==> src/rtl/type_rule_cfg_ctrl.sv <==
// Type-lookup rule table config sequencer: ADD/WRITE/DEL/CLEAR commands in; one-hot rule writes and a status/index response out.
// Latency: accept at edge N, wren in cycle N+1, response from N+2 (errors N+1, CLEAR N+RULE_NUM+1).
// Backpressure: o_cmd_ready is high only in IDLE; the response is held stable until i_resp_ready, and no new command is taken meanwhile.
//
// Ports:
//   i_clk, i_rst_n                      clock, asynchronous active-low reset
//   i_cmd_valid/o_cmd_ready             command handshake; i_cmd_op 0=ADD 1=WRITE 2=DEL 3=CLEAR
//   i_cmd_idx, i_cmd_typeData/typeMask/keyOffset/headShift/metaShift   command target and rule fields
//   o_rule_wren                         one-hot table write strobe
//   o_typeRule_*                        registered rule fields driven to the table
//   o_resp_valid/i_resp_ready           response handshake; o_resp_status 0=OK 1=FULL 2=BAD_IDX 3=UNSUPPORTED
//   o_resp_idx                          slot written/deleted (0 on error or CLEAR)
//   o_rule_occ, o_free_cnt              occupancy bitmap and registered free-slot count
// Build option: define TYPE_RULE_CLEAR_EN to compile in the CLEAR sweep; otherwise CLEAR answers UNSUPPORTED.

`ifndef RULE_NUM
`define RULE_NUM 6
`endif
`ifndef TYPE_NUM
`define TYPE_NUM 2
`endif
`ifndef TYPE_WIDTH
`define TYPE_WIDTH 8
`endif
`ifndef KEY_FILED_NUM
`define KEY_FILED_NUM 2
`endif
`ifndef KEY_OFFSET_WIDTH
`define KEY_OFFSET_WIDTH 6
`endif
`ifndef HEAD_SHIFT_WIDTH
`define HEAD_SHIFT_WIDTH 6
`endif
`ifndef META_SHIFT_WIDTH
`define META_SHIFT_WIDTH 6
`endif

module type_rule_cfg_ctrl #(
    parameter int RULE_NUM = `RULE_NUM,
    parameter int IDX_W    = $clog2(RULE_NUM)
) (
    input  logic                                          i_clk,
    input  logic                                          i_rst_n,
    input  logic                                          i_cmd_valid,
    output logic                                          o_cmd_ready,
    input  logic [1:0]                                    i_cmd_op,
    input  logic [IDX_W-1:0]                              i_cmd_idx,
    input  logic [`TYPE_NUM*`TYPE_WIDTH-1:0]              i_cmd_typeData,
    input  logic [`TYPE_NUM*`TYPE_WIDTH-1:0]              i_cmd_typeMask,
    input  logic [`KEY_FILED_NUM*(`KEY_OFFSET_WIDTH+1)-1:0] i_cmd_keyOffset,
    input  logic [`HEAD_SHIFT_WIDTH-1:0]                  i_cmd_headShift,
    input  logic [`META_SHIFT_WIDTH-1:0]                  i_cmd_metaShift,
    output logic [RULE_NUM-1:0]                           o_rule_wren,
    output logic                                          o_typeRule_valid,
    output logic [`TYPE_NUM*`TYPE_WIDTH-1:0]              o_typeRule_typeData,
    output logic [`TYPE_NUM*`TYPE_WIDTH-1:0]              o_typeRule_typeMask,
    output logic [`KEY_FILED_NUM*(`KEY_OFFSET_WIDTH+1)-1:0] o_typeRule_keyOffset,
    output logic [`HEAD_SHIFT_WIDTH-1:0]                  o_typeRule_headShift,
    output logic [`META_SHIFT_WIDTH-1:0]                  o_typeRule_metaShift,
    output logic                                          o_resp_valid,
    input  logic                                          i_resp_ready,
    output logic [1:0]                                    o_resp_status,
    output logic [IDX_W-1:0]                              o_resp_idx,
    output logic [RULE_NUM-1:0]                           o_rule_occ,
    output logic [IDX_W:0]                                o_free_cnt
);

    localparam logic [1:0] OP_ADD   = 2'd0;
    localparam logic [1:0] OP_WRITE = 2'd1;
    localparam logic [1:0] OP_DEL   = 2'd2;

    localparam logic [1:0] ST_IDLE  = 2'd0;
    localparam logic [1:0] ST_WRITE = 2'd1;
`ifdef TYPE_RULE_CLEAR_EN
    localparam logic [1:0] ST_CLR   = 2'd2;
`endif
    localparam logic [1:0] ST_RESP  = 2'd3;

    localparam logic [1:0] RSP_OK      = 2'd0;
    localparam logic [1:0] RSP_FULL    = 2'd1;
    localparam logic [1:0] RSP_BAD_IDX = 2'd2;
`ifndef TYPE_RULE_CLEAR_EN
    localparam logic [1:0] RSP_UNSUP   = 2'd3;
`endif

    localparam logic [IDX_W:0] RULE_NUM_L = (IDX_W+1)'(RULE_NUM);

    function automatic logic [RULE_NUM-1:0] onehot(input logic [IDX_W-1:0] i);
        return RULE_NUM'(1) << i;
    endfunction

    logic [1:0]           state;
    logic                 ready_q;
    logic [IDX_W-1:0]     tgt;
    logic                 wr_set;       // 1: WRITE cycle marks slot used, 0: frees it (DEL)
    logic [RULE_NUM-1:0]  occ;
    logic [IDX_W:0]       free_cnt;
    logic [RULE_NUM-1:0]  wren_q;
    logic                 rv_q;
    logic [1:0]           rsp_status_q;
    logic [IDX_W-1:0]     rsp_idx_q;
`ifdef TYPE_RULE_CLEAR_EN
    logic [IDX_W-1:0]     clr_cnt;
`endif

    logic                 accept;
    logic                 idx_ok;
    logic                 free_found;
    logic [IDX_W-1:0]     free_idx;
    logic [IDX_W:0]       occ_pop;

    assign accept = i_cmd_valid & ready_q;
    assign idx_ok = {1'b0, i_cmd_idx} < RULE_NUM_L;

    // Descending scan so the last hit, i.e. the lowest free index, wins.
    always_comb begin
        free_found = 1'b0;
        free_idx   = '0;
        occ_pop    = '0;
        for (int i = RULE_NUM - 1; i >= 0; i--) begin
            if (!occ[i]) begin
                free_found = 1'b1;
                free_idx   = IDX_W'(i);
            end
        end
        for (int i = 0; i < RULE_NUM; i++) begin
            occ_pop = occ_pop + (IDX_W+1)'(occ[i]);
        end
    end

    always_ff @(posedge i_clk or negedge i_rst_n) begin
        if (!i_rst_n) begin
            state                <= ST_IDLE;
            ready_q              <= 1'b0;
            tgt                  <= '0;
            wr_set               <= 1'b0;
            occ                  <= '0;
            free_cnt             <= RULE_NUM_L;
            wren_q               <= '0;
            rv_q                 <= 1'b0;
            rsp_status_q         <= RSP_OK;
            rsp_idx_q            <= '0;
            o_typeRule_typeData  <= '0;
            o_typeRule_typeMask  <= '0;
            o_typeRule_keyOffset <= '0;
            o_typeRule_headShift <= '0;
            o_typeRule_metaShift <= '0;
`ifdef TYPE_RULE_CLEAR_EN
            clr_cnt              <= '0;
`endif
        end else begin
            // Count lags occupancy by one cycle.
            free_cnt <= RULE_NUM_L - occ_pop;
            case (state)
                ST_IDLE: begin
                    // Every accepted command leaves IDLE, so ready drops right after accept.
                    ready_q <= ~accept;
                    if (accept) begin
                        rsp_status_q <= RSP_OK;
                        rsp_idx_q    <= '0;
                        state        <= ST_RESP;
                        case (i_cmd_op)
                            OP_ADD, OP_WRITE: begin
                                if ((i_cmd_op == OP_ADD) ? free_found : idx_ok) begin
                                    tgt                  <= (i_cmd_op == OP_ADD) ? free_idx : i_cmd_idx;
                                    rsp_idx_q            <= (i_cmd_op == OP_ADD) ? free_idx : i_cmd_idx;
                                    wren_q               <= onehot((i_cmd_op == OP_ADD) ? free_idx : i_cmd_idx);
                                    wr_set               <= 1'b1;
                                    rv_q                 <= 1'b1;
                                    o_typeRule_typeData  <= i_cmd_typeData;
                                    o_typeRule_typeMask  <= i_cmd_typeMask;
                                    o_typeRule_keyOffset <= i_cmd_keyOffset;
                                    o_typeRule_headShift <= i_cmd_headShift;
                                    o_typeRule_metaShift <= i_cmd_metaShift;
                                    state                <= ST_WRITE;
                                end else begin
                                    rsp_status_q <= (i_cmd_op == OP_ADD) ? RSP_FULL : RSP_BAD_IDX;
                                end
                            end
                            OP_DEL: begin
                                if (idx_ok) begin
                                    tgt                  <= i_cmd_idx;
                                    rsp_idx_q            <= i_cmd_idx;
                                    wren_q               <= onehot(i_cmd_idx);
                                    wr_set               <= 1'b0;
                                    rv_q                 <= 1'b0;
                                    o_typeRule_typeData  <= '0;
                                    o_typeRule_typeMask  <= '0;
                                    o_typeRule_keyOffset <= '0;
                                    o_typeRule_headShift <= '0;
                                    o_typeRule_metaShift <= '0;
                                    state                <= ST_WRITE;
                                end else begin
                                    rsp_status_q <= RSP_BAD_IDX;
                                end
                            end
                            default: begin
`ifdef TYPE_RULE_CLEAR_EN
                                clr_cnt <= '0;
                                wren_q  <= onehot('0);
                                rv_q    <= 1'b0;
                                state   <= ST_CLR;
`else
                                rsp_status_q <= RSP_UNSUP;
`endif
                            end
                        endcase
                    end
                end
                ST_WRITE: begin
                    occ[tgt] <= wr_set;
                    wren_q   <= '0;
                    rv_q     <= 1'b0;
                    state    <= ST_RESP;
                end
`ifdef TYPE_RULE_CLEAR_EN
                ST_CLR: begin
                    occ[clr_cnt] <= 1'b0;
                    if (clr_cnt == IDX_W'(RULE_NUM - 1)) begin
                        wren_q <= '0;
                        state  <= ST_RESP;
                    end else begin
                        clr_cnt <= clr_cnt + 1'b1;
                        wren_q  <= onehot(clr_cnt + 1'b1);
                    end
                end
`endif
                ST_RESP: begin
                    if (i_resp_ready) begin
                        state   <= ST_IDLE;
                        ready_q <= 1'b1;
                    end
                end
                default: begin
                    wren_q <= '0;
                    state  <= ST_IDLE;
                end
            endcase
        end
    end

    assign o_cmd_ready      = ready_q;
    assign o_rule_wren      = wren_q;
    assign o_typeRule_valid = rv_q;
    assign o_resp_valid     = (state == ST_RESP);
    assign o_resp_status    = rsp_status_q;
    assign o_resp_idx       = rsp_idx_q;
    assign o_rule_occ       = occ;
    assign o_free_cnt       = free_cnt;

endmodule

==> config.mk <==
export PLATFORM = sky130hd
export DESIGN_NAME = type_rule_cfg_ctrl
export DESIGN_NICKNAME = d
export VERILOG_FILES = /design/src/rtl/type_rule_cfg_ctrl.sv
export SDC_FILE = /design/constraint.sdc
export NUM_CORES = 1
export LEC_CHECK = 0
export ABC_AREA = 0
export CAP_MARGIN = 0
export CORE_MARGIN = 10
export CORE_UTILIZATION = 38
export DETAILED_ROUTE_END_ITERATION = 10
export PLACE_DENSITY = 0.76
export SLEW_MARGIN = 20
export SYNTH_ARGS = -nofsm -noshare
export SYNTH_HDL_FRONTEND = slang
export SYNTH_SLANG_ARGS = --single-unit
==> constraint.sdc <==
create_clock -name i_clk -period 1.9 [get_ports i_clk]
set_input_delay 0.285 -clock i_clk [delete_from_list [all_inputs] [get_ports i_clk]]
set_output_delay 0.285 -clock i_clk [all_outputs]
set_load 0.05 [all_outputs]
==> results_dict.tcl, run 1 <==
set metrics [dict create \
    clockPowerShare 0.112 \
    finalHoldViolCount 0 \
    start_util 0.396 \
    placed_cells 536 \
    cellPowerDensity_nw_per_um2 1840 \
    swShare 0.478 \
    drv_cap 0 \
    antenna_found_initial 0 \
    wl_per_cell_um 18.9 \
    critPathKind "in2reg" \
    synthDistinctLibCells 41 \
    setup_violations 0 \
    postPlaceCellArea_um2 5240 \
    fin_nets 515 \
    power.leakage_nw 2.47 \
    synth_cells 272 \
    wl_met1_mm 4.34 \
    die_h_um 116 \
    hp-class "in2async" \
    layout_common_cells "136 x clkdlybuf4s50_1, 78 x dfrtp_1, 58 x a22o_1" \
    crit_path_max_fanout 6 \
    cts_tree "built" \
    worst-slew-pin-transition_ps 543 \
    setup_ws_ps 44.7 \
    whs_ps 383 \
    clk_path_buf_depth 2 \
    htree_levels 3 \
    async_reset_ff_frac 1.00 \
    max_freq_mhz 539 \
    clk_latency_ps 340 \
    io_buffers 147 \
    pin_count 149 \
    cp.arrival_ps 2080 \
    pre_cts_slack_ps -342 \
    grt_max_degree 44 \
    drt-initial-drc-count 180 \
    timing.rr.end "o_free_cnt[1]" \
    wl_met3_um 667 \
    nFillCells 703 \
    fin_crit_ps 1860 \
    drc 0 \
    slew_violations 0 \
    wl_mm 10.5 \
    ys_seq_area_frac 0.618 \
    reg2reg_depth 5 \
    vdd_drop_max_v 0.000900 \
    ctsRootBufferMaster "clkbuf_8" \
    comb_power_share 0.579 \
    antennaDiodeCount 0 \
    rr_startpoint "o_rule_occ[2]" \
    seqPwrFrac 0.309 \
    finalCritPeriodShare 0.976 \
    dieArea_um2 13400 \
    end_kind "flip-flop" \
    fin_skew_ps 12.3 \
    dp_hpwl_mm 8.03 \
    fp.coreArea_um2 8810 \
    firstDrtPassIters 4 \
    area_growth_pct 57.1 \
    net-switching-power_mw 4.83 \
    die_w_um 116 \
    grt_pass1_vias 3082 \
    synthFlopType "dfrtp_1" \
    postLayoutCellArea_um2 5480 \
    yosys_warnings 0 \
    top_layer "met4" \
    startpoint_type "input pin" \
    clk_pin_slew_ps 80 \
    final_cells 555 \
    drive_above_1_share 0.183 \
    syn_nets 345 \
    grt_usage 0.153 \
    rows 34 \
    wl_met2_mm 5.31 \
    numCtsBuffers 9 \
    layout_commonest_cell "clkdlybuf4s50_1" \
    p_int_mw 5.27 \
    vias 2877 \
    antenna_left 0 \
    gp_congestion 0.882 \
    reg2reg_slack_ps 70 \
    status "completed" \
    grt_pass1_wl_mm 16.3 \
    slew_headroom 0.637 \
    viasPerCell 5.18 \
    grt_overflow 0 \
    cp.required_ps 2130 \
    netlist_area_um2 3490 \
    cts_sinks 86 \
    synth-seq-cells 86 \
    synth_edf_count 0 \
    syn_avg_cell_area_um2 12.8 \
]
## metrics by stage
step / total power, mW / setup TNS [ps] / utilization
final: 10.1 / 0 / 0.622
after global routing: 10.6 / -47.5 / 0.622
after CTS: 10.2 / 0 / 0.615
after detailed placement: 9.01 / -19560 / 0.595
after global placement: 8.93 / -15500 / 0.595
after floorplan: 6.81 / -302 / -
## per-layer routing
metal  vias up  global-route usage
li1       1336                   -
met1      1427               0.180
met2       103               0.259
met3        11              0.0419
met4         0              0.0601
met5         -                   0
## state kept, by name (all words and copies together), names as in the netlist, 2 cells and up
name                  cells
o_free_cnt                3
o_resp_idx                3
o_resp_status             2
o_rule_occ                6
o_rule_wren               6
o_typeRule_headShift      6
o_typeRule_keyOffset     14
o_typeRule_metaShift      6
o_typeRule_typeData      16
o_typeRule_typeMask      16
state                     2
tgt                       3
## kinds of logic after synthesis
| group | synth area share |
|---|---|
| AOI/OAI and AO/OA | 0.201 |
| xor gates and xnor gates | 0.00251 |
| buffers and inverters | 0.0348 |
| muxes | 0.0287 |
| other | 0.00108 |
| and+or+nand+nor | 0.0858 |
| DFF | 0.618 |
| adders and majority gates | 0.0280 |
## power by group through the flow
stage | sequential, mW | clock [mW] | combinational (mW)
5_1_grt | 3.23 | 1.26 | 6.15
4_1_cts | 3.12 | 1.17 | 5.88
2_1_floorplan | 5.53 | 0 | 1.28
3_5_place_dp | 3.14 | 0 | 5.87
6_report | 3.12 | 1.13 | 5.85
3_3_place_gp | 3.13 | 0 | 5.81
## what timing repair did
| item | 4_1_cts | 5_1_grt |
|---|---|---|
| hold buffers | 1 | 0 |
| buffers inserted | 0 | 2 |
| gates resized for setup | 0 | 9 |
| setup endpoints to repair | 0 | 38 |
| hold endpoints to repair | 15 | 0 |
## worst max-delay path: stages
cell,delay (ps)
clkdlybuf4s50_1,450
or2_4,270
o31a_4,370
nor2_2,150
a211oi_2,80
buf_4,170
mux2_1,300
## area by class of cell
type	instances	area [um^2]	area share
Sequential cell	86	2160	0.395
Timing Repair Buffer	175	1730	0.315
Multi-Input combinational cell	163	1260	0.230
Clock buffer	13	149	0.0272
Tap cell	108	135	0.0247
Inverter	7	26.3	0.00480
Clock inverter	3	20.0	0.00366
## synthesized netlist by cell type, types with 2 or more instances
master | instances | area, um^2
buf_6 | 2 | 22.5
nand2_1 | 21 | 78.8
a31oi_1 | 2 | 12.5
ha_1 | 3 | 37.5
a22o_1 | 58 | 508
nand3b_1 | 4 | 30.0
buf_2 | 12 | 60.1
nor2_1 | 15 | 56.3
inv_1 | 7 | 26.3
nor3b_1 | 3 | 22.5
fa_1 | 3 | 60.1
and2_1 | 5 | 31.3
dfstp_2 | 2 | 52.6
o21ai_0 | 10 | 50.1
dfrtp_1 | 84 | 2100
mux2_2 | 7 | 78.8
a31o_2 | 2 | 17.5
nor3_1 | 2 | 10.0
nand3_1 | 3 | 15.0
a21oi_1 | 4 | 20.0
nand4_1 | 2 | 12.5
nor4_1 | 2 | 12.5
## how the worst max path moves through the flow
stage                        startpoint                 endpoint  cells after the start  slack [ps]
after detailed placement    i_cmd_op[1]           o_rule_wren[5]                      7        -340
final                       i_cmd_op[1]           o_rule_wren[0]                      7          40
after CTS                   i_cmd_op[1]           o_rule_wren[5]                      7          20
after floorplan           o_rule_occ[2]  o_typeRule_metaShift[0]                      7         -30
after global routing        i_cmd_op[1]           o_rule_wren[4]                      7         -30
after global placement      i_cmd_op[1]           o_rule_wren[0]                      7        -270
No activity file was read; power rests on OpenSTA's default activity.
==> inputs of run 2 (changes only) <==
--- a/config.mk
+++ b/config.mk
@@ -8,9 +8,10 @@
 export ABC_AREA = 0
 export CAP_MARGIN = 0
 export CORE_MARGIN = 10
-export CORE_UTILIZATION = 38
+export CORE_UTILIZATION = 40
 export DETAILED_ROUTE_END_ITERATION = 10
-export PLACE_DENSITY = 0.76
+export DONT_BUFFER_PORTS = 1
+export MAX_ROUTING_LAYER = met4
 export SLEW_MARGIN = 20
 export SYNTH_ARGS = -nofsm -noshare
 export SYNTH_HDL_FRONTEND = slang
==> results_dict.tcl, run 2 (same netlist as run 1, synthesis figures left out) <==
set metrics [dict create \
    start_util 0.406 \
    vias 2200 \
    crit_family "adder cells" \
    htree_levels 3 \
    dieArea_um2 12900 \
    layout_common_cells "78 x dfrtp_1, 58 x a22o_1, 21 x nand2_1" \
    layout_commonest_cell "dfrtp_1" \
    clk_pin_slew_ps 90 \
    multi_input_area_um2 1230 \
    cp.required_ps 2200 \
    grt_overflow 0 \
    drv_cap 0 \
    rows 34 \
    crit_buf_inv 1 \
    reg_top3 "o_typeRule_typeData: 16 flops, o_typeRule_typeMask: 16 flops, o_typeRule_keyOffset: 14 flops" \
    critical_path.max_stage_delay_ps 500 \
    die_w_um 113 \
    dp_hpwl_mm 6.07 \
    cp_common_cell "fa_1" \
    path_cells "inv_1, fa_1, ha_1, fa_1" \
    crit_slowest_cell "fa_1" \
    status "finished with violations" \
    drive_above_1_share 0.204 \
    critPathKind "reg2reg" \
    antenna_found_initial 0 \
    rsz0062_at_grt "no" \
    end_kind "flip-flop" \
    worst-slew-pin-transition_ps 525 \
    vdd_drop_max_v 0.000917 \
    clk_path_buf_depth 2 \
    finalHoldViolCount 86 \
    drc 0 \
    wl_mm 8.62 \
    reg2reg_slack_ps 100 \
    regArea_um2 2160 \
    startpoint_type "flip-flop" \
    finalCritPeriodShare 0.946 \
    cts_sinks 86 \
    grt_max_degree 87 \
    fp.coreArea_um2 8590 \
    p_total_mw 8.63 \
    setup_violations 0 \
    fin_skew_ps 15.8 \
    drt-initial-drc-count 129 \
    numCtsBuffers 9 \
    slew_headroom 0.650 \
    fin_tns_setup_ps 0 \
    whs_ps -388 \
    grt_usage 0.128 \
    crit_path_max_fanout 4 \
    firstDrtPassIters 4 \
    nFillCells 786 \
    area_growth_pct 11.5 \
    hp-class "in2async" \
    cts_tree "built" \
    clk_latency_ps 360 \
    gp_congestion 0.825 \
    slew_violations 0 \
    die_h_um 113 \
    grt_pass1_vias 2271 \
    io_buffers 0 \
    cp.arrival_ps 2100 \
    grt_pass1_wl_mm 12.8 \
    ctsRootBufferMaster "clkbuf_8" \
    viasPerCell 5.54 \
    fin_crit_ps 1800 \
    max_freq_mhz 556 \
    pin_count 149 \
    fin_nets 357 \
    wl_per_cell_um 21.7 \
    antenna_left 0 \
    power.leakage_nw 1.84 \
    violations "hold timing" \
    antennaDiodeCount 0 \
    cellPowerDensity_nw_per_um2 2220 \
]
run 2: layout make-up:
| class | instances | area share |
|---|---|---|
| multi-input cells | 163 | 0.316 |
| clock buffers | 9 | 0.0319 |
| flip-flops and latches | 86 | 0.556 |
| well taps | 108 | 0.0347 |
| clock inverters | 7 | 0.0158 |
| repair buffers | 17 | 0.0393 |
| inverters | 7 | 0.00676 |
run 2: power by group:
group          internal (mW)  total, mW  leakage (nW)  switching (mW)
logic                  0.913       1.93         0.663            1.02
clock network          0.503       1.22        0.0892           0.718
registers               2.58       5.48          1.08            2.90
total                   4.00       8.63          1.84            4.64
run 2: path summary, 6_finish.rpt:
kind / startpoint / endpoint / depth (start not counted)
worst max-delay path: o_rule_occ[0] / o_free_cnt[1] / 4
worst min-delay path: i_rst_n / o_rule_wren[1] / 0
worst max register to register: o_rule_occ[0] / o_free_cnt[1] / 4
worst min register to register: tgt[0] / tgt[0] / 2
max in group asynchronous: i_rst_n / o_free_cnt[1] / 0
min in group i_clk: i_cmd_keyOffset[3] / o_typeRule_keyOffset[3] / 1
run 2: stage by stage:
| stage | instance area, um^2 | setup WS, ps | util | cells |
|---|---|---|---|---|
| after floorplan | 3500 | -30.1 | - | 272 |
| after global placement | 3700 | 116 | 0.430 | 381 |
| after detailed placement | 3700 | 79.6 | 0.430 | 381 |
| after CTS | 3880 | 51.0 | 0.452 | 397 |
| after global routing | 3890 | 25.9 | 0.453 | 397 |
| final | 3890 | 102 | 0.453 | 397 |
run 2: what timing repair did:
action,in CTS,in global routing
resized for setup,0,2
endpoints found under the hold margin,86,86
setup buffers,0,0
setup endpoints to repair,0,53
run 2: per-layer routing:
layer / global-route usage / part of all wire
met5: - / 0
met4: 0.0575 / 0.020
met3: 0.0493 / 0.088
met2: 0.188 / 0.47
met1: 0.154 / 0.42
